## config.mk

```make
export PLATFORM = sky130hd
export DESIGN_NAME = usb_rx_pkt_assembler
export DESIGN_NICKNAME = d
export VERILOG_FILES = /design/src/rtl/usb_pkg.sv /design/src/rtl/usb_rx_pkt_ram.sv /design/src/rtl/usb_rx_pkt_assembler.sv
export SDC_FILE = /design/constraint.sdc
export NUM_CORES = 1
export LEC_CHECK = 0
export BUFFER_PORTS_ARGS = -buffer_cell sky130_fd_sc_hd__buf_4
export CAP_MARGIN = 5
export CORE_MARGIN = 3
export CORE_UTILIZATION = 45
export CTS_CLUSTER_DIAMETER = 120
export DETAILED_ROUTE_END_ITERATION = 16
export PLACE_DENSITY = 0.59
export SLEW_MARGIN = 25
export SYNTH_ARGS = -nofsm -noshare
export SYNTH_HDL_FRONTEND = slang
export SYNTH_SLANG_ARGS = --single-unit
```

## constraint.sdc

```tcl
create_clock -name gclk -period 3.6 [get_ports gclk]
set_input_delay 0.54 -clock gclk [delete_from_list [all_inputs] [get_ports gclk]]
set_output_delay 0.54 -clock gclk [all_outputs]
set_load 0.005 [all_outputs]
```

## src/rtl/usb_pkg.sv

```systemverilog
// rtl/usb_pkg.sv - PID, error-code and state constants for the USB receive path
package usb_pkg;

  localparam logic [3:0] PID_OUT   = 4'h1;
  localparam logic [3:0] PID_IN    = 4'h9;
  localparam logic [3:0] PID_SETUP = 4'hD;
  localparam logic [3:0] PID_DATA0 = 4'h3;
  localparam logic [3:0] PID_DATA1 = 4'hB;
  localparam logic [3:0] PID_ACK   = 4'h2;
  localparam logic [3:0] PID_NAK   = 4'hA;
  localparam logic [3:0] PID_STALL = 4'hE;

  typedef enum logic [2:0] {
    ERR_NONE     = 3'd0,
    ERR_PID      = 3'd1,
    ERR_CRC      = 3'd2,
    ERR_OVERFLOW = 3'd3,
    ERR_OVERRUN  = 3'd4
  } err_e;

  localparam logic [1:0] ST_IDLE = 2'd0;
  localparam logic [1:0] ST_RECV = 2'd1;
  localparam logic [1:0] ST_DROP = 2'd2;
  localparam logic [1:0] ST_HOLD = 2'd3;

  // Upper nibble of a PID byte must be the complement of the lower nibble.
  function automatic logic pid_ok(input logic [7:0] pid);
    return pid[7:4] == ~pid[3:0];
  endfunction

endpackage

```

## src/rtl/usb_rx_pkt_ram.sv

```systemverilog
// rtl/usb_rx_pkt_ram.sv - packet payload buffer, synchronous write, asynchronous read
module usb_rx_pkt_ram #(
  parameter int DEPTH = 64,
  parameter int AW    = $clog2(DEPTH)
) (
  input  logic          clk,
  input  logic          we,
  input  logic [AW-1:0] waddr,
  input  logic [7:0]    wdata,
  input  logic [AW-1:0] raddr,
  output logic [7:0]    rdata
);

  logic [7:0] mem_q [DEPTH];

  always_ff @(posedge clk) begin
    if (we) begin
      mem_q[waddr] <= wdata;
    end
  end

  assign rdata = mem_q[raddr];

endmodule

```

## src/rtl/usb_rx_pkt_assembler.sv

```systemverilog
// rtl/usb_rx_pkt_assembler.sv - validates and buffers received USB packets, presents good ones via a show-ahead port
module usb_rx_pkt_assembler
  import usb_pkg::*;
#(
  parameter int MAX_BYTES = 64,
  parameter int LEN_W     = $clog2(MAX_BYTES + 1)
) (
  input  logic             gclk,
  input  logic             reset_l,
  input  logic [7:0]       rx_data,
  input  logic             rx_ready_ld,
  input  logic             rx_last_byte,
  input  logic             error_crc_rx,
  output logic             rx_load,
  output logic             pkt_valid,
  output logic [3:0]       pkt_pid,
  output logic [LEN_W-1:0] pkt_len,
  output logic [7:0]       rd_data,
  output logic             rd_last,
  input  logic             rd_en,
  output logic [2:0]       err_code,
  output logic [7:0]       drop_cnt
);

  localparam int AW = $clog2(MAX_BYTES);
  localparam logic [LEN_W-1:0] MAX_LEN = LEN_W'(MAX_BYTES);
  localparam logic [LEN_W-1:0] ONE     = LEN_W'(1);

  logic [1:0]       state_q, state_d;
  logic [LEN_W-1:0] wptr_q, wptr_d;
  logic [LEN_W-1:0] rptr_q, rptr_d;
  logic [LEN_W-1:0] len_q, len_d;
  logic [3:0]       pid_q, pid_d;
  logic [2:0]       err_q, err_d;
  logic [7:0]       drop_q, drop_d;
  logic             ovr_q, ovr_d;

  logic       last_stb;
  logic       rec_err;
  err_e       rec_code;
  logic       ram_we;
  logic [7:0] ram_rdata;

  assign last_stb = rx_ready_ld & rx_last_byte;

  always_comb begin
    state_d  = state_q;
    wptr_d   = wptr_q;
    rptr_d   = rptr_q;
    len_d    = len_q;
    pid_d    = pid_q;
    err_d    = err_q;
    drop_d   = drop_q;
    ovr_d    = ovr_q;
    rec_err  = 1'b0;
    rec_code = ERR_NONE;
    ram_we   = 1'b0;

    case (state_q)
      ST_IDLE: begin
        if (rx_ready_ld) begin
          if (!pid_ok(rx_data)) begin
            rec_err  = 1'b1;
            rec_code = ERR_PID;
            state_d  = rx_last_byte ? ST_IDLE : ST_DROP;
          end else if (rx_last_byte) begin
            if (error_crc_rx) begin
              rec_err  = 1'b1;
              rec_code = ERR_CRC;
            end else begin
              pid_d   = rx_data[3:0];
              len_d   = '0;
              rptr_d  = '0;
              state_d = ST_HOLD;
            end
          end else begin
            pid_d   = rx_data[3:0];
            wptr_d  = '0;
            state_d = ST_RECV;
          end
        end
      end
      ST_RECV: begin
        if (rx_ready_ld) begin
          if (wptr_q == MAX_LEN) begin
            rec_err  = 1'b1;
            rec_code = ERR_OVERFLOW;
            state_d  = rx_last_byte ? ST_IDLE : ST_DROP;
          end else begin
            ram_we = 1'b1;
            wptr_d = wptr_q + ONE;
            if (rx_last_byte) begin
              if (error_crc_rx) begin
                rec_err  = 1'b1;
                rec_code = ERR_CRC;
                state_d  = ST_IDLE;
              end else begin
                len_d   = wptr_q + ONE;
                rptr_d  = '0;
                state_d = ST_HOLD;
              end
            end
          end
        end
      end
      ST_DROP: begin
        if (last_stb) begin
          state_d = ST_IDLE;
        end
      end
      ST_HOLD: begin
        if (rd_en) begin
          if (rd_last) begin
            rptr_d  = '0;
            state_d = ST_IDLE;
          end else begin
            rptr_d = rptr_q + ONE;
          end
        end
        // One overrun record per incoming packet, however many bytes it carries.
        if (rx_ready_ld) begin
          ovr_d = 1'b1;
          if (!ovr_q) begin
            rec_err  = 1'b1;
            rec_code = ERR_OVERRUN;
          end
        end
      end
      default: state_d = ST_IDLE;
    endcase

    if (last_stb) begin
      ovr_d = 1'b0;
    end

    if (rec_err) begin
      err_d = rec_code;
      if (drop_q != 8'hFF) begin
        drop_d = drop_q + 8'd1;
      end
    end
  end

  always_ff @(posedge gclk or negedge reset_l) begin
    if (!reset_l) begin
      state_q <= ST_IDLE;
      wptr_q  <= '0;
      rptr_q  <= '0;
      len_q   <= '0;
      pid_q   <= '0;
      err_q   <= '0;
      drop_q  <= '0;
      ovr_q   <= 1'b0;
    end else begin
      state_q <= state_d;
      wptr_q  <= wptr_d;
      rptr_q  <= rptr_d;
      len_q   <= len_d;
      pid_q   <= pid_d;
      err_q   <= err_d;
      drop_q  <= drop_d;
      ovr_q   <= ovr_d;
    end
  end

  usb_rx_pkt_ram #(
    .DEPTH(MAX_BYTES),
    .AW   (AW)
  ) u_ram (
    .clk  (gclk),
    .we   (ram_we),
    .waddr(wptr_q[AW-1:0]),
    .wdata(rx_data),
    .raddr(rptr_q[AW-1:0]),
    .rdata(ram_rdata)
  );

  assign pkt_valid = (state_q == ST_HOLD);
  assign rx_load   = (state_q != ST_HOLD);
  assign pkt_pid   = pid_q;
  assign pkt_len   = len_q;
  assign rd_data   = (pkt_valid && len_q != '0) ? ram_rdata : 8'h00;
  assign rd_last   = pkt_valid && ((len_q == '0) || (rptr_q == len_q - ONE));
  assign err_code  = err_q;
  assign drop_cnt  = drop_q;

endmodule

```

==> flow_summary_export.csv <==
group,metric,value,unit
clock_tree,cts_buffers,55,
floorplanning,dieWidth,228,um
routing,ant_nets,0,
critical_path,critPathKind,"register to output port",
sta,fin_tns_setup,0,ns
sta,skew,0.0183,ns
status,status,"finished clean",
grt,antenna_found_initial,1,
cells_and_area,final_cells,2004,
clock_tree,path_clk_slew,0.06,ns
cells_and_area,finalInstanceArea,26000,um2
grt,grt_max_degree,66,
routing,first_iter_violations,1123,
routing,dr.pass1.iters,5,
routing,drc,0,
critical_path,arrival,3.05,ns
clock_tree,cts_max_path_buffers,3,
placement,pre_cts_ws,0.175,ns
sta,relSlewSlack,32.6,%
sta,finalHoldViolations,0,
sta,slew_viol_final,0,
floorplanning,core_area,48200,um2
logic_synthesis,yosys_register_bits,551,
logic_synthesis,ys.flop_type,"edfxtp_1",
logic_synthesis,synth_top_cell_by_area,"edfxtp_1",
logic_synthesis,avgSynthCellArea,19.0,um2
floorplanning,die_h,228,um
power_and_ir_drop,power_leakage,8.31,nW
placement,dpl.hpwl,32.1,mm
logic_synthesis,netlist_instances,1172,
run,maxCapViolations,0,
critical_path,cp_slowest_cell,"mux4_2",
critical_path,crit_chain,"buf_4 -> clkbuf_16 -> mux4_2 -> mux4_2 -> mux2i_4 -> o21ai_1 -> buf_4",
critical_path,max_stage_delay,0.56,ns
placement,dpl_cell_area,23800,um2
power_and_ir_drop,powerDensity,612,nW/um2
grt,grt_pass1_wl,79.8,mm
clock_tree,clock-root-buffer,"clkbuf_16",
grt,grt_pass1_vias,11800,
routing,num_vias,11500,
logic_synthesis,netlist.area_leader.share,69.2,%
cells_and_area,n_antenna_cell,0,
cells_and_area,synthToLayoutAreaGrowth,17.1,%
critical_path,path_max_fanout,15,
floorplanning,row_count,80,
clock_tree,cts_tree,"done",
logic_synthesis,synth-warning-count,0,
logic_synthesis,synth_nets,1192,
placement,placed_cells,1890,
logic_synthesis,synthArstFlopShare,7.08,%
sta,rsz0062_at_grt,"true",
sta,setup_slack,0.0107,ns
power_and_ir_drop,ir_drop,397,uV
placement,gp_congestion,0.824,
critical_path,endpoint_kind,"output port",
clock_tree,clock_sinks,551,
clock_tree,clk_latency,0.61,ns
worst_hold_path,hp-class,"primary input to register",
floorplanning,io_pins,47,
logic_synthesis,yosys-top-cells-area,"edfxtp_1, mux4_2, dfrtp_1",
routing,viasPerCell,5.74,
placement,io_buffers,46,
sta,fmax,0.279,GHz
routing,wire_per_inst,26.7,um
cells_and_area,drive_above_1_share,29.1,%
sta,fin_crit_sh,99.7,%
floorplanning,start_util,46.1,%
sta,worstMarginPinSlew,1.01,ns
grt,grt-ovfl-total,0,
floorplanning,dieArea,52100,um2
critical_path,required,3.06,ns
logic_synthesis,synth-edff-count,512,
power_and_ir_drop,power,0.0159,W
sta,period_needed,3.59,ns
grt,grt_use_total,20.7,%
sta,setup_viol_count_final,0,
logic_synthesis,yosysSeqAreaShare,73.5,%
cells_and_area,layout.nets,1330,
logic_synthesis,synth.distinct_cells,57,
clock_tree,htree_levels,2,
routing,routed_wl,53.5,mm
logic_synthesis,synth_area,22200,um2
critical_path,crit_path_start_kind,"register",
cell usage in the layout (no fill, tap or decap), types with 9 or more instances in the layout:
cell type  count
mux4_2       130
buf_4        119
o21ai_0       25
mux2i_1       39
nand3_1       22
nor2_1        93
xnor2_1       14
nand2_1       46
clkbuf_16     57
a21oi_1       15
dfrtp_1       35
mux2_2         9
clkinv_1      12
edfxtp_1     512
inv_1          9
xor2_1        10
nor2b_1       12
clkbuf_1       9
buf_12        10
power breakdown:
group	switching, W	total [W]	internal (W)	leakage, nW
Combinational	0.00146	0.00297	0.00151	2.34
Sequential	0.000178	0.00733	0.00715	5.11
Clock	0.00233	0.00563	0.00329	0.860
registers in the layout, summed over array words and instances, names as in the netlist:
register / count
err_code: 3
pkt_len: 7
wptr_q: 7
ovr_q: 1
drop_cnt: 8
u_ram.mem_q: 512
state_q: 2
pkt_pid: 4
rptr_q: 7
synth_stat cells (8+ instances only):
master / count
mux2i_1: 48
xnor2_1: 14
nand3_1: 22
nor2_1: 94
nand2b_1: 8
o21ai_0: 29
nand2_1: 47
buf_2: 21
clkbuf_1: 26
buf_1: 12
edfxtp_1: 512
mux4_2: 130
a21oi_1: 17
nor2b_1: 12
mux2_2: 9
dfrtp_1: 39
inv_1: 9
xor2_1: 10
a211oi_1: 8
stage by stage:
step | hold WS [ns] | utilization (%)
3_3_place_gp | 0.476 | 49.4
3_5_place_dp | 0.491 | 49.4
6_report | 0.179 | 53.9
2_1_floorplan | 0.244 | -
4_1_cts | 0.149 | 53.8
5_1_grt | 0.167 | 53.9
layout make-up:
class                   count  area (um2)
well taps                 656         821
clock inverters            28         294
flip-flops and latches    551       16400
multi-input cells         549        5720
clock buffers              67        1460
repair buffers            143        1330
fillers                  3814       22200
inverters                  10        37.5
path summary, 6_finish.rpt:
check | from | endpoint | slack, ns | cells past startpoint
max in group asynchronous | reset_l | rptr_q[0] | 2.74 | 2
min in group asynchronous | reset_l | pkt_pid[2] | 0.47 | 2
max | rptr_q[0] | rd_data[7] | 0.01 | 7
max reg2reg | wptr_q[0] | u_ram.mem_q[24][0] | 0.34 | 9
min | rx_ready_ld | err_code[1] | 0.18 | 2
min reg2reg | err_code[2] | err_code[2] | 0.51 | 2
routing by layer:
metal | wire length, um | part of all wire (%) | vias to the layer above | GRT usage [%]
met5 | 0 | 0 | - | 0
met2 | 25100 | 47 | 398 | 32.1
met1 | 23100 | 43 | 6006 | 29.4
met3 | 3640 | 6.8 | 97 | 4.78
li1 | - | - | 5005 | -
met4 | 1620 | 3.0 | 0 | 6.47
repair_timing:
item	in CTS	in global routing
hold buffers	1	0
cloned	3	1
endpoints found under the hold margin	39	0
gates resized for setup	32	16
setup endpoints to repair	8	8
pin swaps	5	6
buffers inserted	12	4
cells by family after synthesis:
| kind of cell | synth area share, % |
|---|---|
| adder cells (fa/ha/maj) | 0.338 |
| AND/OR/NAND/NOR | 4.47 |
| flip-flops | 73.5 |
| XOR/XNOR | 0.945 |
| multiplexers | 15.8 |
| AO/OA/AOI/OAI | 3.47 |
| buffers and inverters | 1.40 |
worst max-delay path: cells and delay by family, from the launching register on:
kind,cells,cell delay [ns]
flops,1,0.50
mux,3,1.33
compound gates,1,0.09
buf+inv,3,0.52
(Power assumes the default switching activity.)
